### src/rtl/gcd_driver.sv
// gcd_driver: initiator side of the gcd_rtl start/rdy handshake.
//
// Operand pairs arrive on an upstream valid/ready stream. Each pair is
// issued to one gcd_rtl engine through gcd_start/gcd_xi/gcd_yi. The block
// then waits for gcd_rdy, captures gcd_xo and returns the result on a
// downstream valid/ready stream. Only one transaction is in flight at a time.
// A pair with a zero operand bypasses the engine. An engine that stays silent
// too long produces an error result. done_cnt counts delivered results.
//
// Ports:
//   clk, rst           clock (rising edge), asynchronous active-low reset
//   in_valid/in_ready  upstream handshake; in_x/in_y are unsigned operands
//   out_valid/out_ready downstream handshake; out_gcd result,
//                      out_err marks a timeout abort
//   gcd_xi/gcd_yi      operands to gcd_rtl, held stable while in flight
//   gcd_start          start pulse to gcd_rtl
//   gcd_xo/gcd_rdy     result and ready from gcd_rtl
//   busy               transaction in progress (state != IDLE)
//   done_cnt           results delivered, wraps
module gcd_driver #(
  parameter int NBits   = 16,
  parameter int TIMEOUT = 1024,
  parameter int CNTW    = 16
) (
  input  logic             clk,
  input  logic             rst,
  input  logic             in_valid,
  output logic             in_ready,
  input  logic [NBits-1:0] in_x,
  input  logic [NBits-1:0] in_y,
  output logic             out_valid,
  input  logic             out_ready,
  output logic [NBits-1:0] out_gcd,
  output logic             out_err,
  output logic [NBits-1:0] gcd_xi,
  output logic [NBits-1:0] gcd_yi,
  output logic             gcd_start,
  input  logic [NBits-1:0] gcd_xo,
  input  logic             gcd_rdy,
  output logic             busy,
  output logic [CNTW-1:0]  done_cnt
);

  localparam int TW = $clog2(TIMEOUT);

  typedef enum logic [2:0] {
    S_IDLE   = 3'd0,
    S_ISSUE  = 3'd1,
    S_SETTLE = 3'd2,
    S_WAIT   = 3'd3,
    S_HOLD   = 3'd4
  } state_t;

  state_t           state, state_nxt;
  logic [NBits-1:0] op_x, op_x_nxt;
  logic [NBits-1:0] op_y, op_y_nxt;
  logic [NBits-1:0] gcd_q, gcd_nxt;
  logic             err_q, err_nxt;
  logic             valid_q, valid_nxt;
  logic [CNTW-1:0]  cnt_q, cnt_nxt;
  logic [TW-1:0]    tcnt, tcnt_nxt;
  logic             expire;

  // The counter is cleared on the acceptance edge and steps on every
  // in-flight edge. Comparing against TIMEOUT-2 lets the abort take effect
  // on the same edge that moves the count to TIMEOUT-1. The result therefore
  // shows up TIMEOUT-1 edges after acceptance.
  assign expire = (tcnt == TW'(TIMEOUT - 2));

  // State and datapath registers.
  always_ff @(posedge clk or negedge rst) begin
    if (!rst) begin
      state   <= S_IDLE;
      op_x    <= '0;
      op_y    <= '0;
      gcd_q   <= '0;
      err_q   <= 1'b0;
      valid_q <= 1'b0;
      cnt_q   <= '0;
      tcnt    <= '0;
    end else begin
      state   <= state_nxt;
      op_x    <= op_x_nxt;
      op_y    <= op_y_nxt;
      gcd_q   <= gcd_nxt;
      err_q   <= err_nxt;
      valid_q <= valid_nxt;
      cnt_q   <= cnt_nxt;
      tcnt    <= tcnt_nxt;
    end
  end

  // Next-state, next-register values and the start pulse.
  always_comb begin
    state_nxt = state;
    op_x_nxt  = op_x;
    op_y_nxt  = op_y;
    gcd_nxt   = gcd_q;
    err_nxt   = err_q;
    valid_nxt = valid_q;
    cnt_nxt   = cnt_q;
    tcnt_nxt  = tcnt;
    gcd_start = 1'b0;
    case (state)
      S_IDLE: begin
        if (in_valid) begin
          op_x_nxt = in_x;
          op_y_nxt = in_y;
          tcnt_nxt = '0;
          if ((in_x == '0) || (in_y == '0)) begin
            // Bypass: gcd(a,0)=a, and gcd(0,0) is reported as 0.
            state_nxt = S_HOLD;
            gcd_nxt   = in_x | in_y;
            err_nxt   = 1'b0;
            valid_nxt = 1'b1;
          end else begin
            state_nxt = S_ISSUE;
          end
        end else begin
          state_nxt = S_IDLE;
        end
      end
      S_ISSUE: begin
        // Start only when the engine reports ready. A busy engine, such as
        // one left running across a reset, is simply waited on.
        gcd_start = gcd_rdy;
        tcnt_nxt  = tcnt + TW'(1);
        if (expire) begin
          state_nxt = S_HOLD;
          gcd_nxt   = '0;
          err_nxt   = 1'b1;
          valid_nxt = 1'b1;
        end else if (gcd_rdy) begin
          state_nxt = S_SETTLE;
        end else begin
          state_nxt = S_ISSUE;
        end
      end
      S_SETTLE: begin
        // The engine drops rdy during this cycle, so rdy is not looked at.
        tcnt_nxt = tcnt + TW'(1);
        if (expire) begin
          state_nxt = S_HOLD;
          gcd_nxt   = '0;
          err_nxt   = 1'b1;
          valid_nxt = 1'b1;
        end else begin
          state_nxt = S_WAIT;
        end
      end
      S_WAIT: begin
        tcnt_nxt = tcnt + TW'(1);
        if (gcd_rdy) begin
          // A capture wins over a timeout that lands in the same cycle.
          state_nxt = S_HOLD;
          gcd_nxt   = gcd_xo;
          err_nxt   = 1'b0;
          valid_nxt = 1'b1;
        end else if (expire) begin
          state_nxt = S_HOLD;
          gcd_nxt   = '0;
          err_nxt   = 1'b1;
          valid_nxt = 1'b1;
        end else begin
          state_nxt = S_WAIT;
        end
      end
      S_HOLD: begin
        if (out_ready) begin
          state_nxt = S_IDLE;
          valid_nxt = 1'b0;
          cnt_nxt   = cnt_q + CNTW'(1);
        end else begin
          state_nxt = S_HOLD;
        end
      end
      default: begin
        state_nxt = S_IDLE;
        valid_nxt = 1'b0;
      end
    endcase
  end

  assign in_ready  = (state == S_IDLE);
  assign busy      = (state != S_IDLE);
  assign out_valid = valid_q;
  assign out_gcd   = gcd_q;
  assign out_err   = err_q;
  assign done_cnt  = cnt_q;
  assign gcd_xi    = op_x;
  assign gcd_yi    = op_y;

endmodule

### config.mk
export PLATFORM = sky130hd
export DESIGN_NAME = gcd_driver
export DESIGN_NICKNAME = d
export VERILOG_FILES = /design/src/rtl/gcd_driver.sv
export SDC_FILE = /design/constraint.sdc
export NUM_CORES = 1
export LEC_CHECK = 0
export CORE_ASPECT_RATIO = 1.1
export CORE_MARGIN = 3
export CORE_UTILIZATION = 45
export CTS_CLUSTER_DIAMETER = 120
export CTS_CLUSTER_SIZE = 30
export DETAILED_ROUTE_END_ITERATION = 10
export PLACE_DENSITY_LB_ADDON = 0.15
export SETUP_SLACK_MARGIN = 0.4
export SYNTH_ARGS = -nofsm -noshare
export SYNTH_HDL_FRONTEND = slang
export SYNTH_SLANG_ARGS = --single-unit
export TNS_END_PERCENT = 100
### constraint.sdc
create_clock -name clk -period 3.5 [get_ports clk]
set_input_delay 0.875 -clock clk [delete_from_list [all_inputs] [get_ports clk]]
set_output_delay 0.875 -clock clk [all_outputs]
set_load 0.01 [all_outputs]
-- Word-level counts from Yosys, hierarchy flattened
Cells that the tools add are included.
Widths: inputs -> output; s select.
- bits in registers: 79
- output and inout bits: 69
- logic and storage cells: 60
- add/subtract/negate cells: 2
- eq/ne operators: 8
- muxes and demuxes: 27
- bitwise logic cells: 1
- reduce and logical (&&, ||, !) cells: 14
- operator list (operator ; count):
    $mux 16 ; 4
    $pmux 16 s3 ; 1
    $logic_not 16->1 ; 2
    $pmux 10 s2 ; 1
    $mux 3 ; 6
    $add 16x1->16 const B ; 1
    $or 16x16->16 ; 1
    $pmux 3 s5 ; 1
    $add 10x1->10 const B ; 1
    $eq 10x10->1 const B ; 1
    $mux 1 ; 10
    $mux 10 ; 1
    $eq 3x2->1 const B ; 2
    $reduce_and 2->1 ; 3
    $reduce_and 3->1 ; 2
    $reduce_bool 3->1 ; 2
    $ne 2x2->1 const B ; 2
    $pmux 1 s4 ; 1
    $eq 3x1->1 const B ; 1
    $eq 3x3->1 const B ; 1
    $logic_not 3->1 ; 1
    $pmux 1 s3 ; 1
    $reduce_or 3->1 ; 1
    $mux 2 ; 1
    4 further kinds ; 4

-- Logic depth before layout (Yosys ltp)
Gate-level depths: netlist of the first run.
- depth after elaboration: 5
- depth in mapped cells: 7

-- Worst setup path before layout of the first run
No wires, ideal clock.
- path type: input-to-output
- start: in gcd_rdy
- end: out gcd_start
- arrival time: 1218 ps
- data required time: 2625 ps
- path slack: 1407 ps
- cell stages on the path: 2
- path buffers: 0
- cells stage by stage: nand2_1 > nor3_1
- cells in the longest elaborated chain, start to end: 1
- ends and longest elaborated chain (item ; line ; source):
    start, declared ; 39 ; input logic gcd_rdy,
    $mux 1 ; 104 ; case (state)
    end, declared ; 37 ; output logic gcd_start,
No other way between the ends.

-- Worst setup path in the final report of the first run
- start: reg state[1]
- end: out in_ready
- cells in the longest elaborated chain, start to end: 1
- ends and longest elaborated chain (item ; line ; source):
    start, declared ; 54 ; state_t state, state_nxt;
    start signal, assigned ; 82 ; state <= state_nxt;
    $logic_not 3->1 ; 184 ; assign in_ready = (state == S_IDLE);
    end, declared ; 28 ; output logic in_ready,
No other way between the ends.

==> results.toml, run 1 <==
[final_layout]
postLayoutCellArea_mm2 = 0.005255
fin_util_pct = 65.71
area_growth_pct = 40.61
antenna_cells = 0
drive_gt1_share_pct = 6.055
finalNetCount = 563

[clock_tree]
cts_resized = 0
holdBufCountCts = 0
cts-htree-levels = 3
clockBufferDepth = 2
tritoncts = "yes"
clock_tree.root_cell = "clkbuf_8"
clk_latency_ns = 0.35
post_cts.repair.setup_buffers = 0
cts_sinks = 79
clk_pin_slew_ns = 0.07
cts_buffers = 9

[worst_setup_path]
worst-path-max-fanout = 9
worstSetupEndpointType = "output pin"
startpoint_type = "register"
worstPathArrival_ns = 1.79
required_ns = 2.62
critPathKind = "register to output pin"

[sta]
max_slew_margin_pct = 34.70
period_needed_ns = 2.669
worst_slack_ns = 0.8306
finalHoldViolations = 0
rsz0062_at_grt = "no"
tightestPinTransition_ns = 0.9795
finalClockSkew_ns = 0.01269
max_freq_ghz = 0.3746
setup_violations = 0
whs_ns = 0.4763
period_share_pct = 76.27
tns_ns = 0
drv_slew = 0

[min_path]
hold_class = "register to register"

[routing]
antenna_left = 0
finalWirelength_um = 10400
remaining_drc_errors = 0
drt_iter0_drc = 108
vias_per_cell = 5.408
dr.pass1.iters = 4
wire_per_inst_um = 16.78
via_count = 3353

[die]
initial_core_util_pct = 46.73
rows = 34
die_h_um = 101.6
die-area_mm2 = 0.009436
ios = 122
core_mm2 = 0.007998
die_w_um = 92.89

[yosys]
synth_warnings = 0
syn-cell-area_mm2 = 0.003737
synth_top_area_cell = "dfrtp_1"
synth-edff-count = 0
ys_top_cells_by_count = "nand2_1, dfrtp_1, inv_1"
avgSynthCellArea_um2 = 9.583
netlist_instances = 390
yosysTopAreaCellShare_pct = 52.90
yosys_most_used_dff = "dfrtp_1"
synth.top_cells.by_area = "dfrtp_1, nand2_1, o221ai_1"
ys_async_sr_fraction_pct = 100.0
ys_seq_area_share_pct = 52.90
netlist-cell-type-count = 43
ys_ff_latch = 79
syn_nets = 446
yosysMostFrequentCell = "nand2_1"

[outcome]
outcome = "completed"

[global_route]
overflow = 0
grt_max_degree = 80
grt_pass1_wl_um = 16640
grt_pass1_vias = 3314
antenna_found_initial = 0
track_usage_pct = 22.60

[placed_design]
pre_cts_ws_ns = 0.4637
io_buffers = 121
gp_congestion = 0.8756
dpl_cell_area_mm2 = 0.005030
dp_hpwl_um = 7691

[pwr]
vdd_drop_max_uv = 375.1
power_density_mw_per_mm2 = 742.8
power.leakage_uw = 0.002297

[flow_run]
max-cap-violations = 0
==> power by group <==
group	total, uW	internal (uW)	switching, uW
clock network	749	421	327
logic	1610	859	752
registers	1540	1260	286
==> logic make-up (layout without fill, tap and decap cells) <==
| kind of cell | Yosys count | in the layout | share of synthesized area [%] |
|---|---|---|---|
| buffers and inverters | 45 | 167 | 5.223 |
| flip-flops | 79 | 79 | 52.90 |
| multiplexers | 1 | 1 | 0.3013 |
| adder cells (fa/ha/maj) | 3 | 3 | 1.004 |
| AO/OA/AOI/OAI | 73 | 73 | 15.03 |
| XOR/XNOR | 18 | 18 | 4.218 |
| AND/OR/NAND/NOR | 171 | 171 | 21.33 |
==> metrics by stage <==
stage	std cells	total power (uW)
6_report	620	3903
5_1_grt	620	4169
4_1_cts	620	3939
3_5_place_dp	604	3178
3_3_place_gp	604	3129
2_1_floorplan	390	2291
==> worst max-delay path, cell delays in order, from the launching register on <==
cell             delay, ns
dfrtp_1               0.50
nor3_2                0.35
clkdlybuf4s50_1       0.60
==> final cells by class <==
class                   count  area (um^2)
clock inverters             5        81.33
repair buffers            129         1271
flip-flops and latches     79         1977
multi-input cells         266         1567
well taps                 108        135.1
inverters                  22        82.58
fillers                   676         2743
clock buffers              11        141.4
==> state kept, by name, indices dropped and copies added, names as in the netlist <==
signal	cells
done_cnt	16
gcd_xi	16
tcnt	10
state	3
gcd_yi	16
out_valid	1
out_gcd	16
out_err	1
==> layout by cell type, fill, tap and decap left out, drive strengths merged, types with 5 or more instances in the layout <==
cell           count
a22oi             16
o21ai              6
clkdlybuf4s50    119
clkbuf            11
nor4               8
nand4              9
dfrtp             79
buf                9
inv               22
nand2            113
nor3               7
xnor2             14
nand3              5
o311ai            16
a21oi              7
nor2               8
o221ai            16
==> final timing paths <==
path	to	startpoint	cells past startpoint	slack (ns)
max	in_ready	state[1]	2	0.83
min	gcd_yi[1]	gcd_yi[1]	2	0.48
max reg2reg	tcnt[6]	state[1]	5	1.46
min reg2reg	gcd_yi[1]	gcd_yi[1]	2	0.48
max in group asynchronous	gcd_yi[3]	rst	1	2.18
min in group asynchronous	done_cnt[6]	rst	1	0.66
==> routing by layer <==
metal	track usage, %	vias to the layer above	wire [um]
li1	-	1611	-
met3	4.012	27	572
met2	33.80	125	4809
met5	0	-	0
met4	12.06	0	404
met1	31.46	1590	4617
Power figures use the tool's default switching activity.
==> run 2, diff against run 1 <==
==> constraint.sdc (replaced) <==
create_clock -name clk -period 2.7 [get_ports clk]
set_input_delay 0.675 -clock clk [delete_from_list [all_inputs] [get_ports clk]]
set_output_delay 0.675 -clock clk [all_outputs]
set_load 0.01 [all_outputs]
==> results.toml, run 2 (synthesized netlist as in run 1, its figures left out) <==
[sta]
max_slew_margin_pct = 59.85
max_freq_ghz = 0.4503
rsz0062_at_grt = "yes"
period_needed_ns = 2.221
finalHoldViolations = 0
period_share_pct = 82.25
tns_ns = 0
tightestPinTransition_ns = 0.6023
finalClockSkew_ns = 0.01210
drv_slew = 0
setup_violations = 0

[global_route]
track_usage_pct = 22.68
antenna_found_initial = 0
grt_max_degree = 44
grt_pass1_vias = 3409
grt_pass1_wl_um = 16940
overflow = 0

[die]
ios = 122
die-area_mm2 = 0.009436
die_w_um = 92.89
initial_core_util_pct = 46.73
rows = 34
die_h_um = 101.6
core_mm2 = 0.007998

[routing]
dr.pass1.iters = 5
wl_met2_um = 4940
remaining_drc_errors = 0
via_count = 3465
routed.top_layer = "met4"
drt_iter0_drc = 194
dr_wl_met3_um = 621
finalWirelength_um = 10480
antenna_left = 0
wire_per_inst_um = 16.61
vias_per_cell = 5.491
wl_met1_um = 4692

[clock_tree]
clock_tree.root_cell = "clkbuf_8"
cts-htree-levels = 3
tritoncts = "yes"
clockBufferDepth = 2
clk_latency_ns = 0.34
holdBufCountCts = 0
cts_buffers = 9
cts_sinks = 79
clk_pin_slew_ns = 0.09

[worst_setup_path]
critPathKind = "register to output pin"
worstPathArrival_ns = 1.55
required_ns = 2.03
crit_chain = "nor3_4, inv_1, clkdlybuf4s50_1"
worst_path_max_delay_cell = "clkdlybuf4s50_1"
critical_path_buf_inv_count = 2
startpoint_type = "register"
max_stage_delay_ns = 0.47
worst-path-max-fanout = 3
worstSetupEndpointType = "output pin"
cp_top_family = "buffers and inverters"

[final_layout]
final_common_cell = "clkdlybuf4s50_1"
layout_common_cells = "clkdlybuf4s50_1, nand2_1, dfrtp_1, inv_1, buf_4"
drive_gt1_share_pct = 8.795
finalNetCount = 574
antenna_cells = 0
area_growth_pct = 42.82
fin_util_pct = 66.74

[outcome]
outcome = "completed"

[placed_design]
dp_hpwl_um = 7734
io_buffers = 121
gp_congestion = 0.8946

[pwr]
power_density_mw_per_mm2 = 950.3
power.leakage_uw = 0.002346
power_uw = 5072
vdd_drop_max_uv = 518.5

[min_path]
hold_class = "input port to async pin"

[flow_run]
max-cap-violations = 0
[run 2: cell count changes in the layout (fill, tap and decap cells not counted), sizes merged]
cell | previous run | this run
bufinv | 2 | 1
clkinv | 2 | 3
inv | 22 | 23
clkdlybuf4s50 | 119 | 118
buf | 9 | 20
[run 2: worst paths after layout]
check                      startpoint          end  slack, ns  cells past startpoint
setup reg to reg              tcnt[5]  out_gcd[15]       0.63                      4
max in group asynchronous         rst    gcd_yi[7]       1.82                      2
setup / recovery             state[1]         busy       0.48                      3
min in group clk            gcd_xi[3]    gcd_xi[3]       0.48                      2
hold reg to reg             gcd_xi[3]    gcd_xi[3]       0.48                      2
hold / removal                    rst  done_cnt[6]       0.28                      1
[run 2: metrics by stage]
stage                     hold WS, ns  worst slack, ns  instances  area (um^2)
after global routing           0.3003           0.3887        631         5338
after global placement         0.4576           0.1003        610         5087
final                          0.2815           0.4793        631         5338
after floorplan                0.3794           0.8530        390         3737
after CTS                      0.2911           0.3818        628         5318
after detailed placement       0.4613          0.09214        610         5087
[run 2: worst reg2reg max path, delay by kind of cell, from the launching register on]
family          cells  cell delay (ns)
simple gates        2             0.74
compound gates      2             0.74
flops               1             0.43
[run 2: cell type report]
class | count | area, um^2
Fill cell | 706 | 2660
Multi-Input combinational cell | 266 | 1573
Inverter | 22 | 82.58
Clock buffer | 10 | 137.6
Timing Repair Buffer | 140 | 1361
Sequential cell | 79 | 1979
Clock inverter | 6 | 68.82
Tap cell | 108 | 135.1
[run 2: power by group]
group	leakage, uW	switching, uW	internal (uW)
clock	0.000103	436	457
combinational	0.00124	1020	1170
sequential	0.00100	351	1630
[run 2: layer usage]
layer,vias up,global-route usage [%]
met2,130,34.85
met1,1687,32.09
li1,1632,-
met3,16,3.715
met4,0,9.470
met5,-,0
[run 2: timing repair]
action | CTS | global route
setup buffers | 2 | 3
cloned | 0 | 0
pin swaps | 1 | 0
setup endpoints to repair | 3 | 3
gates resized for setup | 5 | 3
